### config.mk
export PLATFORM = sky130hd
export DESIGN_NAME = if_stage
export DESIGN_NICKNAME = d
export VERILOG_FILES = /design/src/rtl/if_stage.sv
export SDC_FILE = /design/constraint.sdc
export NUM_CORES = 1
export LEC_CHECK = 0
export CAP_MARGIN = 20
export CORE_ASPECT_RATIO = 0.6
export CORE_MARGIN = 8
export CORE_UTILIZATION = 45
export DETAILED_ROUTE_END_ITERATION = 7
export PLACE_DENSITY = 0.75
export SLEW_MARGIN = 30
export SYNTH_ARGS = -nofsm -noshare
export SYNTH_HDL_FRONTEND = slang
export SYNTH_SLANG_ARGS = --single-unit
### constraint.sdc
create_clock -name clk -period 7.6 [get_ports clk]
set_input_delay 1.52 -clock clk [delete_from_list [all_inputs] [get_ports clk]]
set_output_delay 1.52 -clock clk [all_outputs]
set_load 0.01 [all_outputs]
### src/rtl/if_stage.sv
// if_stage: instruction-fetch stage and IF/ID pipeline register.
// It owns the PC and issues one fetch at a time to instruction memory over a
// req/ack handshake. It delivers IDIR/IDPC/IDVALID to decode and accepts
// stall, redirect and stale-fetch controls from the ID-stage controller.
// The stage has one architectural branch delay slot.
//
// Ports
//   clk, rst                 clock (rising edge), asynchronous active-high reset
//   wpcir                    stall: hold the PC and the IF/ID register
//   branch, jump, jr         a redirect is requested by the instruction in ID
//   brtgt, jaddr, jraddr     the three redirect target sources
//   smc2                     the word now being fetched is stale and must be refetched
//   im_req, im_addr          fetch request and fetch address (im_addr always equals ifpc)
//   im_ack, im_rdata         fetch completion and returned instruction word
//   ifpc                     PC of the instruction being fetched
//   idir, idpc, idvalid      IF/ID register contents (idvalid low marks a bubble)
module if_stage #(
  parameter logic [31:0] RESET_PC = 32'h0000_0000,
  parameter logic [31:0] NOP_WORD = 32'h0000_0000
) (
  input  logic        clk,
  input  logic        rst,
  input  logic        wpcir,
  input  logic        branch,
  input  logic        jump,
  input  logic        jr,
  input  logic [31:0] brtgt,
  input  logic [25:0] jaddr,
  input  logic [31:0] jraddr,
  input  logic        smc2,
  input  logic        im_ack,
  input  logic [31:0] im_rdata,
  output logic        im_req,
  output logic [31:0] im_addr,
  output logic [31:0] ifpc,
  output logic [31:0] idir,
  output logic [31:0] idpc,
  output logic        idvalid
);

  typedef enum logic [1:0] {BOOT, FETCH, HOLD} state_t;

  state_t      state;
  logic [31:0] pc;
  logic [31:0] skid_ir;
  logic [31:0] skid_pc;
  logic        pend;
  logic [31:0] pend_tgt;

  logic        redirect;
  logic        deliver;
  logic [31:0] deliver_ir;
  logic [31:0] deliver_pc;
  logic [31:0] idpc4;
  logic [31:0] target;
  logic [31:0] next_pc;

  assign im_addr = pc;
  assign ifpc    = pc;

  always_comb begin
    idpc4 = idpc + 32'd4;
    // Only one redirect can be outstanding. While one is pending, the delay
    // slot has not reached ID, so a second BRANCH pulse cannot be genuine.
    redirect = branch & idvalid & ~wpcir & ~pend;
    if (jr)
      target = jraddr & 32'hFFFF_FFFC;
    else if (jump)
      target = (idpc4 & 32'hF000_0000) | {4'b0000, jaddr, 2'b00};
    else
      target = brtgt & 32'hFFFF_FFFC;

    deliver    = 1'b0;
    deliver_ir = im_rdata;
    deliver_pc = pc;
    case (state)
      FETCH:   deliver = im_ack & ~smc2 & ~wpcir;
      HOLD: begin
        deliver    = ~smc2 & ~wpcir;
        deliver_ir = skid_ir;
        deliver_pc = skid_pc;
      end
      default: deliver = 1'b0;
    endcase

    // A redirect accepted in the same cycle as its delay slot is delivered
    // steers the PC directly; no pending entry is needed.
    if (redirect)
      next_pc = target;
    else if (pend)
      next_pc = pend_tgt;
    else
      next_pc = pc + 32'd4;
  end

  always_ff @(posedge clk or posedge rst) begin
    if (rst) begin
      state    <= BOOT;
      pc       <= RESET_PC;
      idir     <= NOP_WORD;
      idpc     <= 32'h0000_0000;
      idvalid  <= 1'b0;
      im_req   <= 1'b0;
      skid_ir  <= 32'h0000_0000;
      skid_pc  <= 32'h0000_0000;
      pend     <= 1'b0;
      pend_tgt <= 32'h0000_0000;
    end else begin
      if (deliver) begin
        idir    <= deliver_ir;
        idpc    <= deliver_pc;
        idvalid <= 1'b1;
        pc      <= next_pc;
        pend    <= 1'b0;
      end else if (!wpcir) begin
        // No word is ready and the pipe is not stalled, so decode gets a bubble.
        idir    <= NOP_WORD;
        idvalid <= 1'b0;
      end

      if (redirect && !deliver) begin
        pend     <= 1'b1;
        pend_tgt <= target;
      end

      case (state)
        BOOT: begin
          state  <= FETCH;
          im_req <= 1'b1;
        end
        FETCH: begin
          // The word arrived while decode is stalled. Park it in the skid
          // register so that memory is not asked for it a second time.
          if (im_ack && !smc2 && wpcir) begin
            skid_ir <= im_rdata;
            skid_pc <= pc;
            state   <= HOLD;
            im_req  <= 1'b0;
          end
        end
        HOLD: begin
          if (smc2 || !wpcir) begin
            state  <= FETCH;
            im_req <= 1'b1;
          end
        end
        default: begin
          state  <= BOOT;
          im_req <= 1'b0;
        end
      endcase
    end
  end

endmodule

# Yosys cells after proc, flatten, opt, wreduce, memory -nomap -nowiden
# Cells that the tools add are included.
totals:
  regBits: 197
  input_bits: 130
  out_inout_bits: 130
  wordCells: 57
classes:
  bitwise_logic: 10
  eq_ne: 5
  reduce_logical: 11
  n_addsub: 2
  muxes: 19
ops:
  columns: ["op", "n"]
  rows:
  - ["$mux 32", 8]
  - ["$add 32x3->32 const B", 2]
  - ["$or 32x28->32", 1]
  - ["$and 1x1->1", 6]
  - ["$mux 1", 6]
  - ["$pmux 2 s3", 1]
  - ["$mux 2", 2]
  - ["$ne 2x2->1 const B", 2]
  - ["$reduce_and 2->1", 2]
  - ["$logic_and 1x1->1", 3]
  - ["$logic_not 1->1", 3]
  - ["$not 1->1", 3]
  - ["$pmux 1 s3", 1]
  - ["$eq 2x1->1 const B", 1]
  - ["$eq 2x2->1 const B", 1]
  - ["$logic_not 2->1", 1]
  - ["$ne 2x1->1 const B", 1]
  - ["$pmux 1 s2", 1]
  - ["$reduce_bool 2->1", 1]
  - ["$logic_or 1x1->1", 1]

# Longest topological paths before layout
logic_depth:
  ltp_word: 7
  depth_mapped: 10
  depth_no_buf: 7

# Least setup slack after synthesis
# No wires, ideal clock.
synth_timing:
  kind: "input-to-reg"
  startpoint: "input wpcir"
  endpoint: "register skid_ir[0]"
  setup_time_ps: 125
  stages: 6
  path_slack_ps: 4699
  t_arrival_ps: 2776
  n_path_buf: 3
  path_cell_list: "buf_2 nand3b_1 or2_1 clkbuf_1 buf_2 mux2_2"
synth_via:
  elab_chain_cells: 2
synth_lines:
  columns: ["element", "line", "rtl"]
  rows:
  - ["start: declaration", "23", "input logic wpcir,"]
  - ["$logic_and 1x1->1", "134", "if (im_ack && !smc2 && wpcir) begin"]
  - ["$reduce_and 2->1 (no source line)", null, null]
  - ["end signal: assignment", "135", "skid_ir <= im_rdata;"]
  - ["end: declaration", "45", "logic [31:0] skid_ir;"]
# No other way between the ends.
# A chain may end at the register's enable or synchronous reset.

# Worst setup path in the final report
layout_timing:
  startpoint: "input wpcir"
  endpoint: "register pend_tgt[27]"
layout_via:
  elab_chain_cells: 5
  word_cells_on_any_way: 8
layout_lines:
  columns: ["element", "line", "rtl"]
  rows:
  - ["$not 1->1 (*)", "65, 77, 79", null]
  - ["$and 1x1->1, on equally long branches", "79, 77", null]
  - ["$pmux 1 s2", "76", "case (state)"]
  - ["$logic_not 1->1", "121", "if (redirect && !deliver) begin"]
  - ["$logic_and 1x1->1 (*)", "121", null]
  - ["end signal: assignment", "123", "pend_tgt <= target;"]
  - ["end: declaration", "48", "logic [31:0] pend_tgt;"]
# Every way passes the cells marked *; elsewhere a longest branch is shown, timed or not.

==> results.sh <==
export IMPL_synth_seq_area_share_pct=48.6
export IMPL_p_leak_nw=5.24
export IMPL_post_cts_buffers=0
export IMPL_critPathRequiredTime_ps=7910
export IMPL_cts_inserted_buffers=17
export IMPL_grt_overflow_total=0
export IMPL_fin_worst_skew_ps=13.1
export IMPL_cts_tree="built"
export IMPL_slew_violations=0
export IMPL_hold_violations=0
export IMPL_maxCapViolCount=0
export IMPL_place_inst=1400
export IMPL_vias=7859
export IMPL_cts_resized=0
export IMPL_yosys_warnings=0
export IMPL_clock_path_buffers=2
export IMPL_ir_worst_vdd_mv=0.243
export IMPL_cts_htree_levels=4
export IMPL_syn_area_per_cell_um2=10.1
export IMPL_grt_pass1_vias=7679
export IMPL_grt_use_total_pct=20.8
export IMPL_tightest_slew_ps=901
export IMPL_synth_top_area_share_pct=48.6
export IMPL_cts_sinks=188
export IMPL_fin_tns_setup_ps=0
export IMPL_grt_pass1_wl_um=43800
export IMPL_wl_um=28200
export IMPL_grt_max_degree=120
export IMPL_max_freq_mhz=238
export IMPL_crit_fanout=48
export IMPL_min_path_type="flop to flop"
export IMPL_place_area_um2=12000
export IMPL_routabilityCongestion=0.798
export IMPL_setup_viol=0
export IMPL_yosys_most_used_dff="dfrtp_1"
export IMPL_area_growth_pct=30.4
export IMPL_swShare_pct=36.2
export IMPL_start_kind="primary input"
export IMPL_fin_crit_sh_pct=55.2
export IMPL_wl_met1_um=12700
export IMPL_place_hpwl_um=19900
export IMPL_finalNonFillerCells=1433
export IMPL_synth_edff_count=0
export IMPL_power_switching_mw=1.54
export IMPL_p_seq_share_pct=43.0
export IMPL_drtIter0Drc=557
export IMPL_start_util_pct=46.0
export IMPL_final_area_um2=12600
export IMPL_diodes=0
export IMPL_synthTopCellsByArea="dfrtp_1, mux2i_1, mux2_2"
export IMPL_rsz0062_at_grt="false"
export IMPL_core_region_area_um2=21100
export IMPL_slew_headroom_pct=39.4
export IMPL_holdBufCountCts=0
export IMPL_crit_arrival_ps=4510
export IMPL_wl_met3_um=2280
export IMPL_io_buffers=249
export IMPL_die_area_um2=26600
export IMPL_root_buffer="clkbuf_16"
export IMPL_power_frac_comb_pct=36.6
export IMPL_p_clk_share_pct=20.3
export IMPL_die_width_um=205
export IMPL_dieHeight_um=130
export IMPL_p_int_mw=2.71
export IMPL_synth_largest_area_cell="dfrtp_1"
export IMPL_ant_nets=0
export IMPL_row_count=41
export IMPL_clk_pin_slew_ps=70
export IMPL_crit_type="primary input to flop"
export IMPL_final_layout_size_suffix_gt1_share_pct=11.4
export IMPL_synth_seq_cells=188
export IMPL_yosysMostFrequentCell="dfrtp_1"
export IMPL_antenna_found_initial=0
export IMPL_syn_cell_area_um2=9690
export IMPL_dr_pass1_iters=5
export IMPL_power_density_nw_per_um2=337
export IMPL_clk_latency_ps=430
export IMPL_period_minus_slack_ps=4190
export IMPL_worstSetupEndpointType="flop"
export IMPL_io_pins=260
export IMPL_synth_cells=963
export IMPL_nNetsFinal=1275
export IMPL_avgRoutedWirePerCell_um=19.7
export IMPL_drc=0
export IMPL_drt_vias_per_instance=5.48
export IMPL_top_layer="met4"
export IMPL_async_flop_share_pct=100
export IMPL_outcome="complete, no violations"
export IMPL_synthTopCellsByCount="dfrtp_1, o21ai_0, nand2_1"
export IMPL_utilization_pct=59.9
export IMPL_dr_wl_met2_um=13000
export IMPL_fin_total_pwr_mw=4.25
export IMPL_synth_cell_types=58
## kinds of logic after synthesis
kind of cell    share of synthesized area, %
compound gates                          14.0
other cells                           0.0387
xor+xnor                               0.271
simple gates                            12.2
flops                                   48.6
fa+ha+maj                              0.517
mux                                     18.0
buf+inv                                 6.53
## metrics by stage
step	worst slack, ps	hold WS, ps
final	3410	482
after global routing	3280	506
after CTS	3500	488
after detailed placement	3010	471
after global placement	3040	459
after floorplan	966	445
## flip-flops by register name, indices dropped and copies added (netlist names)
name / count
state: 2
skid_pc: 30
idpc: 30
ifpc: 30
skid_ir: 32
pend_tgt: 30
idvalid: 1
idir: 32
pend: 1
## placed cells by master, fill, tap and decap left out, types with 3 or more instances in the layout
cell | netlist | final
nand3b_1 | 5 | 5
a21oi_1 | 35 | 35
clkinv_2 | 0 | 4
clkinv_4 | 0 | 4
nand4_1 | 11 | 11
mux2i_1 | 94 | 94
a211oi_1 | 3 | 3
o21ai_0 | 143 | 143
ha_1 | 4 | 3
and3_1 | 5 | 5
o31a_1 | 4 | 4
a31oi_1 | 9 | 9
nor3_1 | 9 | 8
a22o_1 | 9 | 9
conb_1 | 1 | 6
nor4_2 | 2 | 3
clkbuf_16 | 0 | 17
clkdlybuf4s50_1 | 0 | 247
buf_4 | 37 | 6
nand3_1 | 13 | 13
nor2_1 | 51 | 51
dfrtp_1 | 188 | 188
inv_1 | 11 | 10
a32oi_1 | 3 | 3
xnor2_1 | 3 | 3
and4_1 | 3 | 3
inv_6 | 0 | 4
and3_2 | 4 | 4
o211ai_1 | 3 | 3
mux2_2 | 71 | 71
a2bb2oi_1 | 4 | 4
a22oi_1 | 5 | 5
nand2_1 | 134 | 133
## worst paths after layout
path / startpoint / to / slack [ps] / cells past startpoint
hold / removal: idir[5] / idir[5] / 480 / 2
min in group asynchronous: rst / idir[21] / 1620 / 2
setup / recovery: wpcir / pend_tgt[27] / 3410 / 7
max in group asynchronous: rst / idir[1] / 4710 / 3
hold reg to reg: idir[5] / idir[5] / 480 / 2
setup reg to reg: idvalid / pend_tgt[27] / 4910 / 5
## critical path, stage by stage
cell and delay [ps]:
clkdlybuf4s50_1 390, buf_4 270, nand3b_1 670, nor2_1 880, nand2_1 110, buf_4 310, mux2_2 330
## final cells by class
cell class,count,area [um2]
Multi-Input combinational cell,665,4400
Inverter,11,48.8
Fill cell,1812,8450
Tap cell,279,349
Clock inverter,15,139
Sequential cell,188,4700
Clock buffer,17,425
Timing Repair Buffer,258,2570
## per-layer routing
metal  vias up  GRT usage (%)
li1       3725              -
met1      3872           28.8
met2       242           32.0
met3        20           6.75
met4         0           3.60
met5         -              0
## power groups by stage
stage,registers (mW),clock network [mW],logic (mW)
global route,1.89,0.929,1.71
detailed placement,1.84,0,1.57
CTS,1.82,0.891,1.58
global placement,1.81,0,1.53
floorplan,1.76,0,0.895
finish,1.83,0.865,1.56
No activity file was read; power rests on OpenSTA's default activity.
